===== src/rtl/hcsr04_pkg.sv =====
// Shared definitions for the multi-channel HC-SR04 ranger: FSM state encoding,
// 50 MHz default timing constants and a channel-index width helper.
package hcsr04_pkg;

  typedef enum logic [2:0] {
    IDLE      = 3'd0,
    TRIG      = 3'd1,
    WAIT_RISE = 3'd2,
    MEASURE   = 3'd3,
    CALC      = 3'd4,
    DONE      = 3'd5,
    HOLDOFF   = 3'd6
  } state_e;

  localparam int unsigned DEF_NUM_CH      = 32'd2;
  localparam int unsigned DEF_TRIG_CYC    = 32'd500;
  localparam int unsigned DEF_ECHO_TO     = 32'd1_250_000;
  localparam int unsigned DEF_ECHO_MAX    = 32'd1_250_000;
  localparam int unsigned DEF_PERIOD_CYC  = 32'd5_000_000;
  localparam int unsigned DEF_CNT_W       = 32'd23;
  localparam int unsigned DEF_SCALE_MUL   = 32'd1446;
  localparam int unsigned DEF_SCALE_SHIFT = 32'd22;
  localparam int unsigned DEF_DIST_W      = 32'd12;

  // A single sensor still needs a 1-bit channel tag.
  function automatic int unsigned ch_w(input int unsigned n);
    if (n > 32'd1) begin
      return $clog2(n);
    end else begin
      return 32'd1;
    end
  endfunction

endpackage


===== src/rtl/hcsr04_ranger_mc_if.sv =====
// Control, sensor and result signals of the ranger; master drives control and
// echo lines, slave is the ranger itself.
interface hcsr04_ranger_mc_if
  import hcsr04_pkg::*;
#(
  parameter int unsigned NUM_CH = DEF_NUM_CH,
  parameter int unsigned DIST_W = DEF_DIST_W,
  parameter int unsigned CH_W   = ch_w(NUM_CH)
);
  logic              enable;
  logic              single_shot;
  logic              start;
  logic [NUM_CH-1:0] echo_in;
  logic [NUM_CH-1:0] trigger_out;
  logic [DIST_W-1:0] dist_data;
  logic [CH_W-1:0]   dist_ch;
  logic              dist_valid;
  logic              dist_timeout;
  logic              busy;

  modport master (
    output enable, single_shot, start, echo_in,
    input  trigger_out, dist_data, dist_ch, dist_valid, dist_timeout, busy
  );

  modport slave (
    input  enable, single_shot, start, echo_in,
    output trigger_out, dist_data, dist_ch, dist_valid, dist_timeout, busy
  );
endinterface


===== src/rtl/hcsr04_echo_sync.sv =====
// Two-flop synchroniser for one asynchronous echo line, with an extra history
// flop so that single-cycle rise and fall pulses can be derived.
module hcsr04_echo_sync (
  input  logic clk,
  input  logic n_rst,
  input  logic echo_i,
  output logic rise_o,
  output logic fall_o
);
  logic meta_q;
  logic sync_q;
  logic prev_q;

  // synchroniser chain plus edge-history flop
  always_ff @(posedge clk or negedge n_rst) begin
    if (!n_rst) begin
      meta_q <= 1'b0;
      sync_q <= 1'b0;
      prev_q <= 1'b0;
    end else begin
      meta_q <= echo_i;
      sync_q <= meta_q;
      prev_q <= sync_q;
    end
  end

  assign rise_o = sync_q & ~prev_q;
  assign fall_o = ~sync_q & prev_q;
endmodule


===== src/rtl/hcsr04_ranger_mc.sv =====
// Round-robin HC-SR04 ranger: one sensor per PERIOD_CYC slot, trigger pulse,
// echo-width measurement and scaled, saturated distance with timeout flag.
module hcsr04_ranger_mc
  import hcsr04_pkg::*;
#(
  parameter int unsigned NUM_CH      = DEF_NUM_CH,
  parameter int unsigned TRIG_CYC    = DEF_TRIG_CYC,
  parameter int unsigned ECHO_TO     = DEF_ECHO_TO,
  parameter int unsigned ECHO_MAX    = DEF_ECHO_MAX,
  parameter int unsigned PERIOD_CYC  = DEF_PERIOD_CYC,
  parameter int unsigned CNT_W       = DEF_CNT_W,
  parameter int unsigned SCALE_MUL   = DEF_SCALE_MUL,
  parameter int unsigned SCALE_SHIFT = DEF_SCALE_SHIFT,
  parameter int unsigned DIST_W      = DEF_DIST_W
) (
  input  logic               clk,
  input  logic               n_rst,
  hcsr04_ranger_mc_if.slave  bus
);
  localparam int unsigned CH_W   = ch_w(NUM_CH);
  localparam int unsigned PROD_W = CNT_W + 32'd16;

  localparam logic [CNT_W-1:0] TRIG_LAST   = CNT_W'(TRIG_CYC - 32'd1);
  localparam logic [CNT_W-1:0] TO_LAST     = CNT_W'(ECHO_TO - 32'd1);
  localparam logic [CNT_W-1:0] WIDTH_MAX   = CNT_W'(ECHO_MAX);
  localparam logic [CNT_W-1:0] PERIOD_LAST = CNT_W'(PERIOD_CYC - 32'd1);
  localparam logic [CH_W-1:0]  CH_LAST     = CH_W'(NUM_CH - 32'd1);

  state_e             state_q, state_d;
  logic [CH_W-1:0]    ch_q, ch_d;
  logic [CNT_W-1:0]   slot_cnt_q, slot_cnt_d;
  logic [CNT_W-1:0]   wait_cnt_q, wait_cnt_d;
  logic [CNT_W-1:0]   width_q, width_d;
  logic [NUM_CH-1:0]  trigger_q, trig_s;
  logic [DIST_W-1:0]  dist_data_q;
  logic [CH_W-1:0]    dist_ch_q;
  logic               dist_valid_q;
  logic               dist_timeout_q;
  logic               busy_q;

  logic [NUM_CH-1:0]  rise_s, fall_s;
  logic               rise_ch_s, fall_ch_s;
  logic               timeout_s;
  logic               wrap_s;
  logic [PROD_W-1:0]  product_s, shifted_s;
  logic [DIST_W-1:0]  scaled_s;

  function automatic logic [DIST_W-1:0] saturate(input logic [PROD_W-1:0] v);
    if (|v[PROD_W-1:DIST_W]) begin
      return '1;
    end else begin
      return v[DIST_W-1:0];
    end
  endfunction

  for (genvar g = 0; g < NUM_CH; g++) begin : g_sync
    hcsr04_echo_sync u_sync (
      .clk    (clk),
      .n_rst  (n_rst),
      .echo_i (bus.echo_in[g]),
      .rise_o (rise_s[g]),
      .fall_o (fall_s[g])
    );
  end

  // Only the channel owning the current slot is observed.
  assign rise_ch_s = rise_s[ch_q];
  assign fall_ch_s = fall_s[ch_q];

  assign product_s = PROD_W'(width_q) * PROD_W'(SCALE_MUL);
  assign shifted_s = product_s >> SCALE_SHIFT;
  assign scaled_s  = saturate(shifted_s);

  // next-state, channel pointer and wait/width counters
  always_comb begin
    state_d    = state_q;
    ch_d       = ch_q;
    wait_cnt_d = wait_cnt_q;
    width_d    = width_q;
    timeout_s  = 1'b0;
    wrap_s     = (ch_q == CH_LAST);
    case (state_q)
      IDLE: begin
        if (bus.enable && (!bus.single_shot || bus.start)) begin
          state_d = TRIG;
        end else begin
          state_d = IDLE;
        end
      end
      TRIG: begin
        if (slot_cnt_q == TRIG_LAST) begin
          state_d    = WAIT_RISE;
          wait_cnt_d = '0;
        end else begin
          state_d = TRIG;
        end
      end
      WAIT_RISE: begin
        // The rise cycle is already the first high cycle of the echo.
        if (rise_ch_s) begin
          state_d = MEASURE;
          width_d = CNT_W'(1);
        end else if (wait_cnt_q == TO_LAST) begin
          state_d   = DONE;
          timeout_s = 1'b1;
        end else begin
          wait_cnt_d = wait_cnt_q + CNT_W'(1);
        end
      end
      MEASURE: begin
        if (fall_ch_s) begin
          state_d = CALC;
        end else if (width_q == WIDTH_MAX) begin
          state_d   = DONE;
          timeout_s = 1'b1;
        end else begin
          width_d = width_q + CNT_W'(1);
        end
      end
      CALC: begin
        state_d = DONE;
      end
      DONE: begin
        state_d = HOLDOFF;
      end
      HOLDOFF: begin
        if (slot_cnt_q == PERIOD_LAST) begin
          ch_d = wrap_s ? '0 : ch_q + CH_W'(1);
          if (!bus.enable || (bus.single_shot && wrap_s)) begin
            state_d = IDLE;
          end else begin
            state_d = TRIG;
          end
        end else begin
          state_d = HOLDOFF;
        end
      end
      default: begin
        state_d = IDLE;
      end
    endcase
  end

  // slot timer: zero on every trigger start so slots are exactly PERIOD_CYC long
  always_comb begin
    if ((state_d == TRIG) && (state_q != TRIG)) begin
      slot_cnt_d = '0;
    end else if (state_q != IDLE) begin
      slot_cnt_d = slot_cnt_q + CNT_W'(1);
    end else begin
      slot_cnt_d = slot_cnt_q;
    end
  end

  // trigger mask for the channel that will own the next cycle
  always_comb begin
    trig_s = '0;
    if (state_d == TRIG) begin
      trig_s[ch_d] = 1'b1;
    end else begin
      trig_s = '0;
    end
  end

  // state, counters and registered outputs
  always_ff @(posedge clk or negedge n_rst) begin
    if (!n_rst) begin
      state_q        <= IDLE;
      ch_q           <= '0;
      slot_cnt_q     <= '0;
      wait_cnt_q     <= '0;
      width_q        <= '0;
      trigger_q      <= '0;
      dist_data_q    <= '0;
      dist_ch_q      <= '0;
      dist_valid_q   <= 1'b0;
      dist_timeout_q <= 1'b0;
      busy_q         <= 1'b0;
    end else begin
      state_q      <= state_d;
      ch_q         <= ch_d;
      slot_cnt_q   <= slot_cnt_d;
      wait_cnt_q   <= wait_cnt_d;
      width_q      <= width_d;
      trigger_q    <= trig_s;
      busy_q       <= (state_d != IDLE);
      dist_valid_q <= (state_d == DONE);
      if (state_d == DONE) begin
        dist_ch_q      <= ch_q;
        dist_timeout_q <= timeout_s;
        dist_data_q    <= timeout_s ? '1 : scaled_s;
      end
    end
  end

  assign bus.trigger_out  = trigger_q;
  assign bus.dist_data    = dist_data_q;
  assign bus.dist_ch      = dist_ch_q;
  assign bus.dist_valid   = dist_valid_q;
  assign bus.dist_timeout = dist_timeout_q;
  assign bus.busy         = busy_q;
endmodule


===== src/flat_wrapper.sv =====
// flat-port wrapper written by rule: the top's interface ports become plain ports
module hcsr04_ranger_mc_flat import hcsr04_pkg::*;
#(
  parameter int unsigned NUM_CH      = DEF_NUM_CH,
  parameter int unsigned TRIG_CYC    = DEF_TRIG_CYC,
  parameter int unsigned ECHO_TO     = DEF_ECHO_TO,
  parameter int unsigned ECHO_MAX    = DEF_ECHO_MAX,
  parameter int unsigned PERIOD_CYC  = DEF_PERIOD_CYC,
  parameter int unsigned CNT_W       = DEF_CNT_W,
  parameter int unsigned SCALE_MUL   = DEF_SCALE_MUL,
  parameter int unsigned SCALE_SHIFT = DEF_SCALE_SHIFT,
  parameter int unsigned DIST_W      = DEF_DIST_W
)
  (clk, n_rst, bus_enable, bus_single_shot, bus_start, bus_echo_in, bus_trigger_out, bus_dist_data, bus_dist_ch, bus_dist_valid, bus_dist_timeout, bus_busy);
  hcsr04_ranger_mc_if #(.NUM_CH(NUM_CH), .DIST_W(DIST_W)) bus_i ();
  input  logic clk;
  input  logic n_rst;
  input wire logic [$bits(bus_i.enable)-1:0] bus_enable;
  input wire logic [$bits(bus_i.single_shot)-1:0] bus_single_shot;
  input wire logic [$bits(bus_i.start)-1:0] bus_start;
  input wire logic [$bits(bus_i.echo_in)-1:0] bus_echo_in;
  output wire logic [$bits(bus_i.trigger_out)-1:0] bus_trigger_out;
  output wire logic [$bits(bus_i.dist_data)-1:0] bus_dist_data;
  output wire logic [$bits(bus_i.dist_ch)-1:0] bus_dist_ch;
  output wire logic [$bits(bus_i.dist_valid)-1:0] bus_dist_valid;
  output wire logic [$bits(bus_i.dist_timeout)-1:0] bus_dist_timeout;
  output wire logic [$bits(bus_i.busy)-1:0] bus_busy;
  assign bus_i.enable = bus_enable;
  assign bus_i.single_shot = bus_single_shot;
  assign bus_i.start = bus_start;
  assign bus_i.echo_in = bus_echo_in;
  assign bus_trigger_out = bus_i.trigger_out;
  assign bus_dist_data = bus_i.dist_data;
  assign bus_dist_ch = bus_i.dist_ch;
  assign bus_dist_valid = bus_i.dist_valid;
  assign bus_dist_timeout = bus_i.dist_timeout;
  assign bus_busy = bus_i.busy;
  hcsr04_ranger_mc #(.NUM_CH(NUM_CH), .TRIG_CYC(TRIG_CYC), .ECHO_TO(ECHO_TO), .ECHO_MAX(ECHO_MAX), .PERIOD_CYC(PERIOD_CYC), .CNT_W(CNT_W), .SCALE_MUL(SCALE_MUL), .SCALE_SHIFT(SCALE_SHIFT), .DIST_W(DIST_W)) u_core (.clk(clk), .n_rst(n_rst), .bus(bus_i));
endmodule

===== config.mk =====
export PLATFORM = sky130hd
export DESIGN_NAME = hcsr04_ranger_mc_flat
export DESIGN_NICKNAME = d
export VERILOG_FILES = /design/src/rtl/hcsr04_pkg.sv /design/src/rtl/hcsr04_ranger_mc_if.sv /design/src/rtl/hcsr04_echo_sync.sv /design/src/rtl/hcsr04_ranger_mc.sv /design/src/flat_wrapper.sv
export SDC_FILE = /design/constraint.sdc
export NUM_CORES = 1
export LEC_CHECK = 0
export CORE_ASPECT_RATIO = 0.8
export CORE_MARGIN = 5
export CORE_UTILIZATION = 30
export CTS_BUF_LIST = sky130_fd_sc_hd__clkbuf_8
export CTS_CLUSTER_SIZE = 24
export DETAILED_ROUTE_END_ITERATION = 10
export PLACE_DENSITY = 0.55
export RECOVER_POWER = 50
export SLEW_MARGIN = 0
export SYNTH_ARGS = -nofsm -noshare
export SYNTH_HDL_FRONTEND = slang
export SYNTH_SLANG_ARGS = --single-unit

===== constraint.sdc =====
create_clock -name clk -period 6.6 [get_ports clk]
set_clock_uncertainty 0.2 [all_clocks]
set_input_delay 1.32 -clock clk [delete_from_list [all_inputs] [get_ports clk]]
set_output_delay 1.32 -clock clk [all_outputs]
set_load 0.03 [all_outputs]

## Word level (Yosys, flattened, before mapping)

Index checks and enable logic that the tools add are counted.

- Bits in registers: 97
- Logic and storage cells: 103

- $add $sub $neg: 4
- Multipliers: 1
- $lt $le $gt $ge: 3
- Eq/ne operators: 19
- Muxes and demuxes: 35
- Bitwise gates (word level): 8
- Reduce and logical (&&, ||, !) cells: 16

Operators with widths:

| cell | number |
|---|---|
| $mux 23 | 8 |
| $pmux 23 s2 | 2 |
| $add 23x1->23 const B | 3 |
| $eq 23x21->1 const B | 2 |
| $mul 23x10->33 const B | 1 |
| $eq 23x23->1 const B | 1 |
| $eq 23x9->1 const B | 1 |
| $pmux 3 s7 | 1 |
| $mux 3 | 5 |
| $mux 1 | 14 |
| $eq 3x3->1 const B | 4 |
| $mux 12 | 1 |
| $ne 2x2->1 const B | 4 |
| $reduce_and 4->1 | 2 |
| $eq 3x1->1 const B | 2 |
| $eq 3x2->1 const B | 2 |
| $reduce_bool 2->1 | 3 |
| $reduce_bool 3->1 | 2 |
| $and 1x1->1 | 4 |
| $logic_and 1x1->1 | 4 |
| $lt 1x2->1 const B | 2 |
| $mux 2 | 2 |
| $ne 2x1->1 const B | 2 |
| $not 1->1 | 4 |
| 8 further kinds | 10 |

## Longest topological paths before layout

Gate-level depths: netlist of the first run.

- Depth after elaboration: 9
- Mapped depth: 18
- Depth with buffers taken out: 18

## By module

Synthesis of the first run repeated with hierarchy kept, for this count alone.

- Cells, all modules: 930
- Area total of the unflattened synthesis: 8724.6 sq um

By module, submodules not included:

| module | times used | cells each | area each (sq um) |
|---|---|---|---|
| hcsr04_ranger_mc | 1 | 920 | 8544.4 |
| hcsr04_echo_sync | 2 | 5 | 90.1 |

## Least setup slack after synthesis of the first run

No wires, ideal clock.

- Path type: flip-flop to flip-flop
- Start point: reg u_core.width_q[12]
- End point: reg u_core.dist_data_q[11], in the netlist u_core.bus.dist_data[11]
- Library setup time: 140 ps
- Arrival: 5123 ps
- Path slack: 1138 ps
- Cell stages (with the launch flop): 18
- Buffers on the path: 0
- Period minus slack after synthesis: 5462 ps
- Cells stage by stage: dfrtp_1 ha_1 inv_1 fa_1 inv_1 fa_1 fa_1 inv_1 fa_1 inv_1 ha_1 a21oi_1 o2111ai_1 o311ai_0 o21ai_0 a221o_1 a2111oi_0 a311oi_1

- Longest elaborated chain between the ends: 5
- Elaborated cells on any way between the ends: 10

Ends and longest elaborated chain:

| what | RTL line | text |
|---|---|---|
| start, declared | hcsr04_ranger_mc.sv:33 | `logic [CNT_W-1:0] width_q, width_d;` |
| start signal, assigned | hcsr04_ranger_mc.sv:184 | `width_q <= width_d;` |
| parallel branches: the longest is 5 deep, another holds $mul 23x10->33 | n/a |  |
| end signal, assigned | hcsr04_ranger_mc.sv:191 | `dist_data_q <= timeout_s ? '1 : scaled_s;` |
| end, declared | hcsr04_ranger_mc.sv:35 | `logic [DIST_W-1:0] dist_data_q;` |

Parallel ways; which one is timed is not known.
A chain may end at the register's enable or synchronous reset.

## Final worst setup path of the first run

- Start point: reg u_core.width_q[6]
- End point: reg u_core.dist_data_q[11], in the netlist u_core.bus.dist_data[11]

The elaborated chain is that of the path after synthesis.

==> metrics.csv, run 1 <==
metric,value,unit
dieWidth,198,um
dpl_cell_area,9160,um^2
ir_worst_vdd,91.4,uV
synthDistinctLibCells,62,
clock_latency,0.40,ns
firstDrtPassIters,4,
yosys_warnings,0,
avgRoutedWirePerCell,14.3,um
layout.area.seq,2430,um^2
synthArstFlopShare,100,%
fmaxAchievable,0.166,GHz
cts-root-buf,clkbuf_8,
avgSynthCellArea,9.60,um^2
antenna_found_initial,0,
multi_input_area,5430,um^2
final_cell_mix,"inv_1 (150), ha_1 (109), dfrtp_1 (97), nor2_1 (83), fa_1 (66)",
cts_hold_buffers,0,
fp.dieH,161,um
yosys-mux-area-fraction,0.250,%
grt_first_pass_wirelength,32000,um
tns,0,ns
final_area,9330,um^2
clk_pin_slew_worst_paths,0.10,ns
gp_congestion,0.842,
synth_compound_area_share,7.32,%
cts_tree,done,
slew-limit-headroom,-49.0,%
grt_pass1_vias,6130,
ys_seq_elements,97,
post-route-util,33.2,%
ctsResizeCount,0,
drv_cap,2,
io_pins,25,
syn2layout_area_growth,9.87,%
drtIter0Drc,363,
syn_nets,1067,
synth_edf_count,0,
min_period,6.03,ns
finalPower,1.01,mW
num_antenna_cells,0,
tightest_slew,2.24,ns
nets,1092,
violations,"max-capacitance violations, max-slew violations",
outcome,"finished, violations left",
synth_seq_area_share,28.6,%
ys.flop_type,dfrtp_1,
grt_usage,12.4,%
drc,0,
synth_top_family_by_area,adder cells,
place.port_buffers,24,
layout_commonest_cell,inv_1,
cts.path.max_buffers,2,
syn-cell-area,8500,um^2
startpoint_type,register,
period_share,91.4,%
reg2reg_slack,0.57,ns
cts_made_buffers,9,
critPathRequiredTime,6.69,ns
rsz0062_at_grt,false,
synthCells,885,
finalSetupViolations,0,
std_cell_rows,55,
powerDensity,108,nW/um^2
synthAdderAreaFrac,31.6,%
finalHoldViolCount,0,
synth_xor_area_share,8.56,%
die-area,31800,um^2
drive_above_1_share,3.93,%
viasPerCell,4.59,
wl,18400,um
cp-end-kind,register,
post_cts.repair.setup_buffers,0,
vias,5895,
synth-simple-area-share,16.2,%
overflow,0,
worstSetupPathType,register to register,
dp_hpwl,14700,um
synth_area_leaders,"dfrtp_1 (29%), ha_1 (16%), fa_1 (16%)",
coreArea,28100,um^2
crit_arrival,6.12,ns
drv_slew,99,
critPathMaxFanout,11,
leakage,4.95,nW
grt_start_max_net_pins,59,
fillers,2905,
synth_largest_area_cell,dfrtp_1,
initial_core_util,30.3,%
synth_top_area_share,28.6,%
hold_path.class,register to register,
hold_ws,0.156,ns
tritoncts_num_sinks,97,
htreeDepth,3,
antenna_left,0,
==> stage by stage <==
step / setup slack, ns / cells
after floorplan: 1.14 / 885
after global placement: 0.808 / 1269
after detailed placement: 0.625 / 1269
after CTS: 0.557 / 1285
after global routing: 0.101 / 1285
final: 0.570 / 1285
==> critical path, cell delays in order, from the launching register on <==
cell       delay (ns)
dfrtp_1          0.62
ha_1             0.37
xnor2_1          0.18
o21ai_0          0.39
fa_1             0.52
fa_1             0.54
inv_1            0.05
fa_1             0.49
inv_1            0.04
ha_1             0.26
o21ai_0          0.08
a2111oi_0        0.59
or3_1            0.19
o311ai_0         0.13
buf_4            0.19
o21ai_0          0.43
a221o_1          0.29
a2111oi_0        0.08
a311oi_1         0.29
==> kinds of logic after synthesis <==
family | count (synthesis)
xor+xnor | 83
mux | 2
fa+ha+maj | 175
flops | 97
simple gates | 269
buf+inv | 165
compound gates | 94
==> Yosys cell counts (all sizes together), types with 2 or more instances <==
library cell,count
o22ai,3
o21ai,19
a211oi,4
ha,109
and4,4
a22o,3
a21oi,25
o31ai,4
nor2b,7
dfrtp,97
and3,16
nand2,52
clkbuf,12
buf,3
nor4b,3
a2111oi,3
a21o,10
fa,66
a21boi,2
nor3,10
or2,3
nor2,88
nand4,20
nor4,10
or4b,3
o22a,2
or3,5
or3b,2
a31oi,4
o21a,2
xnor2,38
nand2b,7
and2,9
xor2,45
a221o,2
inv,150
o32ai,2
nand3,25
==> power by group <==
group / internal (mW) / switching [mW] / leakage (nW) / total [mW]
combinational: 0.00396 / 0.0143 / 3.59 / 0.0183
sequential: 0.596 / 0.000960 / 1.27 / 0.597
clock: 0.152 / 0.241 / 0.0912 / 0.393
total: 0.752 / 0.256 / 4.95 / 1.01
==> layout make-up <==
type | instances | area share, %
inverter | 150 | 6.03
tap | 370 | 4.96
sequential | 97 | 26.0
clock buffer | 10 | 1.47
timing repair buffer | 29 | 2.84
clock inverter | 6 | 0.523
multi-input combinational | 623 | 58.2
==> path summary, 6_finish.rpt <==
path / startpoint / end / cells past startpoint
hold / removal: u_core.g_sync[1].u_sync.meta_q / u_core.g_sync[1].u_sync.sync_q / 0
hold reg to reg: u_core.g_sync[1].u_sync.meta_q / u_core.g_sync[1].u_sync.sync_q / 0
setup / recovery: u_core.width_q[6] / u_core.bus.dist_data[11] / 18
setup reg to reg: u_core.width_q[6] / u_core.bus.dist_data[11] / 18
min in group asynchronous: n_rst / u_core.slot_cnt_q[10] / 1
max in group asynchronous: n_rst / u_core.width_q[14] / 2
==> routing by layer <==
| layer | GRT usage (%) | vias up | part of all wire (%) |
|---|---|---|---|
| li1 | - | 2973 | - |
| met1 | 18.8 | 2834 | 53 |
| met5 | 0 | - | 0 |
| met3 | 3.08 | 11 | 4.3 |
| met2 | 17.9 | 77 | 42 |
| met4 | 2.35 | 0 | 0.85 |
==> state kept, by name, indices dropped and copies added, names as in the netlist <==
| signal | count |
|---|---|
| u_core.width_q | 23 |
| u_core.g_sync.u_sync.prev_q | 2 |
| u_core.wait_cnt_q | 23 |
| u_core.slot_cnt_q | 23 |
| u_core.bus.dist_ch | 1 |
| u_core.bus.dist_valid | 1 |
| u_core.g_sync.u_sync.sync_q | 2 |
| u_core.ch_q | 1 |
| u_core.state_q | 3 |
| u_core.bus.dist_data | 12 |
| u_core.bus.busy | 1 |
| u_core.bus.trigger_out | 2 |
| u_core.bus.dist_timeout | 1 |
| u_core.g_sync.u_sync.meta_q | 2 |
Note: power is estimated with default switching activity, not from simulation.
==> run 2: changes to the inputs <==
==> constraint.sdc (replaced) <==
create_clock -name clk -period 6.81 [get_ports clk]
set_clock_uncertainty 0.2 [all_clocks]
set_input_delay 1.362 -clock clk [delete_from_list [all_inputs] [get_ports clk]]
set_output_delay 1.362 -clock clk [all_outputs]
set_load 0.03 [all_outputs]
==> metrics.csv, run 2 (synthesis gave the netlist of run 1 again) <==
metric,value,unit,change
outcome,"finished, violations left",,unchanged
violations,"max-capacitance violations, max-slew violations",,unchanged
wl,18100,um,"was 18,400 um"
rsz0062_at_grt,false,,unchanged
gp_congestion,0.835,,was 0.842
cts_hold_buffers,0,,unchanged
wl_met3,584,um,was 794 um
dpl_worst_slack,0.603,ns,was 0.625 ns
io_pins,25,,unchanged
antenna_found_initial,0,,unchanged
htreeDepth,3,,unchanged
avgRoutedWirePerCell,14.1,um,was 14.3 um
firstDrtPassIters,5,,was 4
std_cell_rows,55,,unchanged
fmaxAchievable,0.160,GHz,was 0.166 GHz
cts_made_buffers,9,,unchanged
grt_start_max_net_pins,54,,was 59
crit_path_cell_trace,ha_1 -> inv_1 -> fa_1 -> inv_1 -> fa_1 -> fa_1 -> inv_1 -> fa_1 -> inv_1 -> ha_1 -> a21oi_1 -> o2111ai_1 -> o311ai_0 -> o21ai_0 -> a221o_1 -> a2111oi_0 -> a311oi_1,,was ha_1 -> xnor2_1 -> o21ai_0 -> fa_1 -> fa_1 -> inv_1 -> fa_1 -> inv_1 -> ha_1 -> o21ai_0 -> a2111oi_0 -> or3_1 -> o311ai_0 -> buf_4 -> o21ai_0 -> a221o_1 -> a2111oi_0 -> a311oi_1
highest-signal-layer,met4,,unchanged
ctsResizeCount,0,,unchanged
dpl_cell_area,9150,um^2,was 9160 um^2
ir_worst_vdd,96.2,uV,was 91.4 uV
layout_commonest_cell,inv_1,,unchanged
grt_usage,12.2,%,was 12.4%
die-area,31800,um^2,unchanged
post_cts.repair.setup_buffers,0,,unchanged
fillers,2954,,"was 2,905"
clock_latency,0.40,ns,about the same
coreArea,28100,um^2,unchanged
drc,0,,unchanged
slew-limit-headroom,-64.6,%,was -49.0%
final_area,9340,um^2,was 9330 um^2
tightest_slew,2.47,ns,was 2.24 ns
hold_path.class,register to register,,unchanged
overflow,0,,unchanged
leakage,4.97,nW,was 4.95 nW
dp_hpwl,14400,um,"was 14,700 um"
cts.path.max_buffers,2,,unchanged
viasPerCell,4.60,,was 4.59
critPathRequiredTime,6.85,ns,was 6.69 ns
final_cell_mix,"inv_1 (151), ha_1 (109), dfrtp_1 (97), nor2_1 (83), fa_1 (66)",,"was inv_1 (150), ha_1 (109), dfrtp_1 (97), nor2_1 (83), fa_1 (66)"
route.met2.wl,7460,um,was 7750 um
period_share,91.5,%,was 91.4%
min_period,6.23,ns,was 6.03 ns
cts_tree,done,,unchanged
wl_met1,9930,um,was 9690 um
drtIter0Drc,301,,was 363
cpPeakStageDelay,0.71,ns,was 0.62 ns
reg2reg_slack,0.58,ns,was 0.57 ns
drive_above_1_share,3.72,%,was 3.93%
initial_core_util,30.3,%,unchanged
drv_slew,46,,was 99
hold_ws,0.138,ns,was 0.156 ns
finalHoldViolCount,0,,unchanged
fp.dieH,161,um,unchanged
placedCellCount,1268,,"was 1,269"
cp-end-kind,register,,unchanged
powerDensity,107,nW/um^2,was 108 nW/um^2
drv_cap,1,,was 2
clk_pin_slew_worst_paths,0.11,ns,was 0.10 ns
grt_pass1_vias,5984,,"was 6,130"
setup_ws,0.579,ns,was 0.570 ns
finalSetupViolations,0,,unchanged
antenna_left,0,,unchanged
syn2layout_area_growth,9.94,%,was 9.87%
crit_arrival,6.27,ns,was 6.12 ns
top_regs,"u_core.slot_cnt_q x23, u_core.wait_cnt_q x23, u_core.width_q x23",,unchanged
tns,0,ns,unchanged
cts-root-buf,clkbuf_8,,unchanged
cpMaxStageDelayCell,o311ai_0,,was dfrtp_1
worstSetupPathType,register to register,,unchanged
dieWidth,198,um,unchanged
place.port_buffers,24,,unchanged
tritoncts_num_sinks,97,,unchanged
critPathMaxFanout,8,,was 11
fin_cells,1284,,"was 1,285"
nets,1091,,"was 1,092"
vias,5906,,"was 5,895"
grt_first_pass_wirelength,31400,um,"was 32,000 um"
startpoint_type,register,,unchanged
num_antenna_cells,0,,unchanged
run 2: layout make-up:
class                   count  area (um^2)  share of cell area [%]
clock buffers               9          124                    1.33
multi-input cells         623         5430                    58.1
repair buffers             28          258                    2.76
inverters                 150          563                    6.03
flip-flops and latches     97         2430                    26.0
clock inverters             7         76.3                   0.817
well taps                 370          463                    4.96
run 2: worst paths after layout:
| kind | from | to | cells past startpoint |
|---|---|---|---|
| setup reg to reg | u_core.width_q[12] | u_core.bus.dist_data[11] | 17 |
| setup / recovery | u_core.width_q[12] | u_core.bus.dist_data[11] | 17 |
| hold / removal | u_core.g_sync[1].u_sync.meta_q | u_core.g_sync[1].u_sync.sync_q | 0 |
| min in group asynchronous | n_rst | u_core.slot_cnt_q[15] | 1 |
| hold reg to reg | u_core.g_sync[1].u_sync.meta_q | u_core.g_sync[1].u_sync.sync_q | 0 |
| max in group asynchronous | n_rst | u_core.wait_cnt_q[12] | 2 |
run 2: metrics by stage:
stage | power, mW | util [%]
final | 1.00 | 33.3
after global routing | 1.05 | 33.3
after CTS | 1.02 | 33.3
after detailed placement | 0.609 | 32.6
after global placement | 0.609 | 32.6
after floorplan | 0.592 | -
run 2: layer usage:
metal,GRT usage [%],vias up
met4,2.38,0
li1,-,2960
met2,16.9,63
met3,2.62,12
met1,19.3,2871
met5,0,-
run 2: worst max-delay path, delay by kind of cell (launching register included):
| family | cells | cell delay, ns |
|---|---|---|
| fa+ha+maj | 6 | 2.79 |
| compound gates | 7 | 2.35 |
| flops | 1 | 0.50 |
| buf+inv | 4 | 0.23 |
run 2: report_power, final:
| group | total (mW) | internal [mW] | switching, mW | leakage, nW |
|---|---|---|---|---|
| Clock | 0.406 | 0.174 | 0.232 | 0.107 |
| Sequential | 0.578 | 0.577 | 0.000891 | 1.27 |
| Combinational | 0.0176 | 0.00385 | 0.0138 | 3.59 |
| Total | 1.00 | 0.755 | 0.246 | 4.97 |
==> run 3: changes to the inputs <==
--- a/config.mk
+++ b/config.mk
@@ -7,11 +7,12 @@
 export LEC_CHECK = 0
 export CORE_ASPECT_RATIO = 0.8
 export CORE_MARGIN = 5
-export CORE_UTILIZATION = 30
+export CORE_UTILIZATION = 55
 export CTS_BUF_LIST = sky130_fd_sc_hd__clkbuf_8
 export CTS_CLUSTER_SIZE = 24
 export DETAILED_ROUTE_END_ITERATION = 10
-export PLACE_DENSITY = 0.55
+export HOLD_SLACK_MARGIN = 0.15
+export PLACE_DENSITY = 0.82
 export RECOVER_POWER = 50
 export SLEW_MARGIN = 0
 export SYNTH_ARGS = -nofsm -noshare
==> metrics.csv, run 3 (synthesis gave the netlist of run 1 again) <==
metric,value,unit,change
drv_slew,79,,was 46
worstSetupPathType,register to register,,unchanged
finalHoldViolCount,0,,unchanged
highest-signal-layer,met4,,unchanged
antenna_left,0,,unchanged
crit_arrival,6.22,ns,was 6.27 ns
wl_met3,572,um,was 584 um
drive_above_1_share,3.72,%,about the same
fp.dieH,121,um,was 161 um
route.met2.wl,8170,um,was 7460 um
tns,0,ns,unchanged
ir_worst_vdd,84.1,uV,was 96.2 uV
finalSetupViolations,0,,unchanged
tritoncts_num_sinks,97,,unchanged
initial_core_util,56.4,%,was 30.3%
drc,0,,unchanged
clk_pin_slew_worst_paths,0.10,ns,was 0.11 ns
cts_tree,done,,unchanged
dieWidth,149,um,was 198 um
tightest_slew,1.88,ns,was 2.47 ns
grt_first_pass_wirelength,30900,um,"was 31,400 um"
num_antenna_cells,0,,unchanged
htreeDepth,3,,unchanged
hold_depth,0,,unchanged
clock_latency,0.38,ns,was 0.40 ns
reg2reg_from,u_core.width_q[1],,was u_core.width_q[12]
wl_met1,8630,um,was 9930 um
dp_hpwl,13900,um,"was 14,400 um"
viasPerCell,5.44,,was 4.60
hold_ws,0.160,ns,was 0.138 ns
avgRoutedWirePerCell,15.7,um,was 14.1 um
combinationalPowerShare,1.8,%,about the same
leakage,4.95,nW,was 4.97 nW
overflow,0,,unchanged
power.share.sequential,60.1,%,was 57.7%
p_int,720,uW,was 755 uW
grt_start_max_net_pins,79,,was 54
swShare,25.1,%,was 24.6%
fmaxAchievable,0.162,GHz,was 0.160 GHz
outcome,"finished, violations left",,unchanged
reg2regPathDepth,18,,was 17
post-route-util,60.5,%,was 33.3%
cp-end-kind,register,,unchanged
wl,17600,um,"was 18,100 um"
grt_pass1_vias,6398,,"was 5,984"
syn2layout_area_growth,7.32,%,was 9.94%
hold_path.class,register to register,,unchanged
cts-root-buf,clkbuf_8,,unchanged
place.port_buffers,24,,unchanged
slew-limit-headroom,-25.4,%,was -64.6%
io_pins,25,,unchanged
powerDensity,105,nW/um^2,was 107 nW/um^2
power_switching,241,uW,was 246 uW
period_share,90.9,%,was 91.5%
post_cts.repair.setup_buffers,0,,unchanged
std_cell_rows,40,,was 55
layout_commonest_cell,inv_1,,unchanged
top_regs,"u_core.slot_cnt_q x23, u_core.wait_cnt_q x23, u_core.width_q x23",,unchanged
min_period,6.19,ns,was 6.23 ns
hold_start,u_core.g_sync[1].u_sync.meta_q,,unchanged
coreArea,15100,um^2,"was 28,100 um^2"
critPathMaxFanout,7,,was 8
whs_endpoint,u_core.g_sync[1].u_sync.sync_q,,unchanged
cts_hold_buffers,0,,unchanged
final_cell_mix,"inv_1 (150), ha_1 (109), dfrtp_1 (97), nor2_1 (83), fa_1 (66)",,"was inv_1 (151), ha_1 (109), dfrtp_1 (97), nor2_1 (83), fa_1 (66)"
cts_made_buffers,9,,unchanged
antenna_found_initial,0,,unchanged
rsz0062_at_grt,false,,unchanged
r2r-end,u_core.bus.dist_data[11],,unchanged
vias,6107,,"was 5,906"
gp_congestion,0.889,,was 0.835
die-area,18000,um^2,"was 31,800 um^2"
violations,"max-capacitance violations, max-slew violations",,unchanged
grt_usage,21.1,%,was 12.2%
cts.path.max_buffers,2,,unchanged
ctsResizeCount,0,,unchanged
startpoint_type,register,,unchanged
firstDrtPassIters,5,,unchanged
clkPwrFrac,38.0,%,was 40.5%
reg2reg_slack,0.62,ns,was 0.58 ns
critPathRequiredTime,6.84,ns,was 6.85 ns
nets,1090,,"was 1,091"
drv_cap,1,,unchanged
drtIter0Drc,322,,was 301
==> run 3: how the worst max path moves through the flow <==
| stage | start | to | slack, ns | depth (start not counted) |
|---|---|---|---|---|
| 3_5_place_dp | u_core.width_q[1] | u_core.bus.dist_data[11] | 0.65 | 18 |
| 5_1_grt | u_core.width_q[6] | u_core.bus.dist_data[11] | 0.29 | 16 |
| 4_1_cts | u_core.width_q[1] | u_core.bus.dist_data[11] | 0.63 | 18 |
| 3_3_place_gp | u_core.width_q[1] | u_core.bus.dist_data[11] | 0.80 | 18 |
| 6_report | u_core.width_q[1] | u_core.bus.dist_data[11] | 0.62 | 18 |
| 2_1_floorplan | u_core.width_q[12] | u_core.bus.dist_data[11] | 1.35 | 17 |
==> run 3: metrics by stage <==
step	power (mW)	instance area [um^2]	worst slack [ns]	std cells
after floorplan	0.592	8500	1.35	885
after global placement	0.608	8950	0.803	1107
after detailed placement	0.609	8950	0.654	1107
after CTS	0.972	9130	0.630	1123
after global routing	1.00	9120	0.291	1123
final	0.962	9120	0.621	1123
==> run 3: power groups by stage <==
stage	Combinational, mW	Sequential (mW)	Clock (mW)
2_1_floorplan	0.00260	0.590	0
6_report	0.0176	0.578	0.366
3_5_place_dp	0.0190	0.590	0
3_3_place_gp	0.0189	0.590	0
4_1_cts	0.0190	0.578	0.375
5_1_grt	0.0210	0.579	0.402
==> run 3: layout make-up <==
| type | count | area (um^2) |
|---|---|---|
| sequential | 97 | 2430 |
| tap | 210 | 263 |
| clock inverter | 7 | 63.8 |
| clock buffer | 9 | 124 |
| timing repair buffer | 27 | 254 |
| inverter | 150 | 563 |
| multi-input combinational | 623 | 5420 |
| fill | 1258 | 5950 |
==> run 3: metal layers <==
layer / vias up / global-route usage, %
li1: 2965 / -
met1: 3025 / 30.1
met2: 93 / 33.8
met3: 24 / 4.11
met4: 0 / 4.57
met5: - / 0
==> run 3: worst max-delay path, stage by stage, from the launching register on <==
cell,delay (ns)
dfrtp_1,0.50
ha_1,0.39
xor2_1,0.16
ha_1,0.18
a21o_1,0.17
fa_1,0.50
fa_1,0.55
inv_1,0.05
fa_1,0.49
inv_1,0.04
ha_1,0.30
a21o_1,0.18
a21oi_1,0.18
o2111ai_1,0.16
o311ai_0,0.67
o21ai_0,0.39
a221o_1,0.47
a2111oi_0,0.35
a311oi_1,0.09
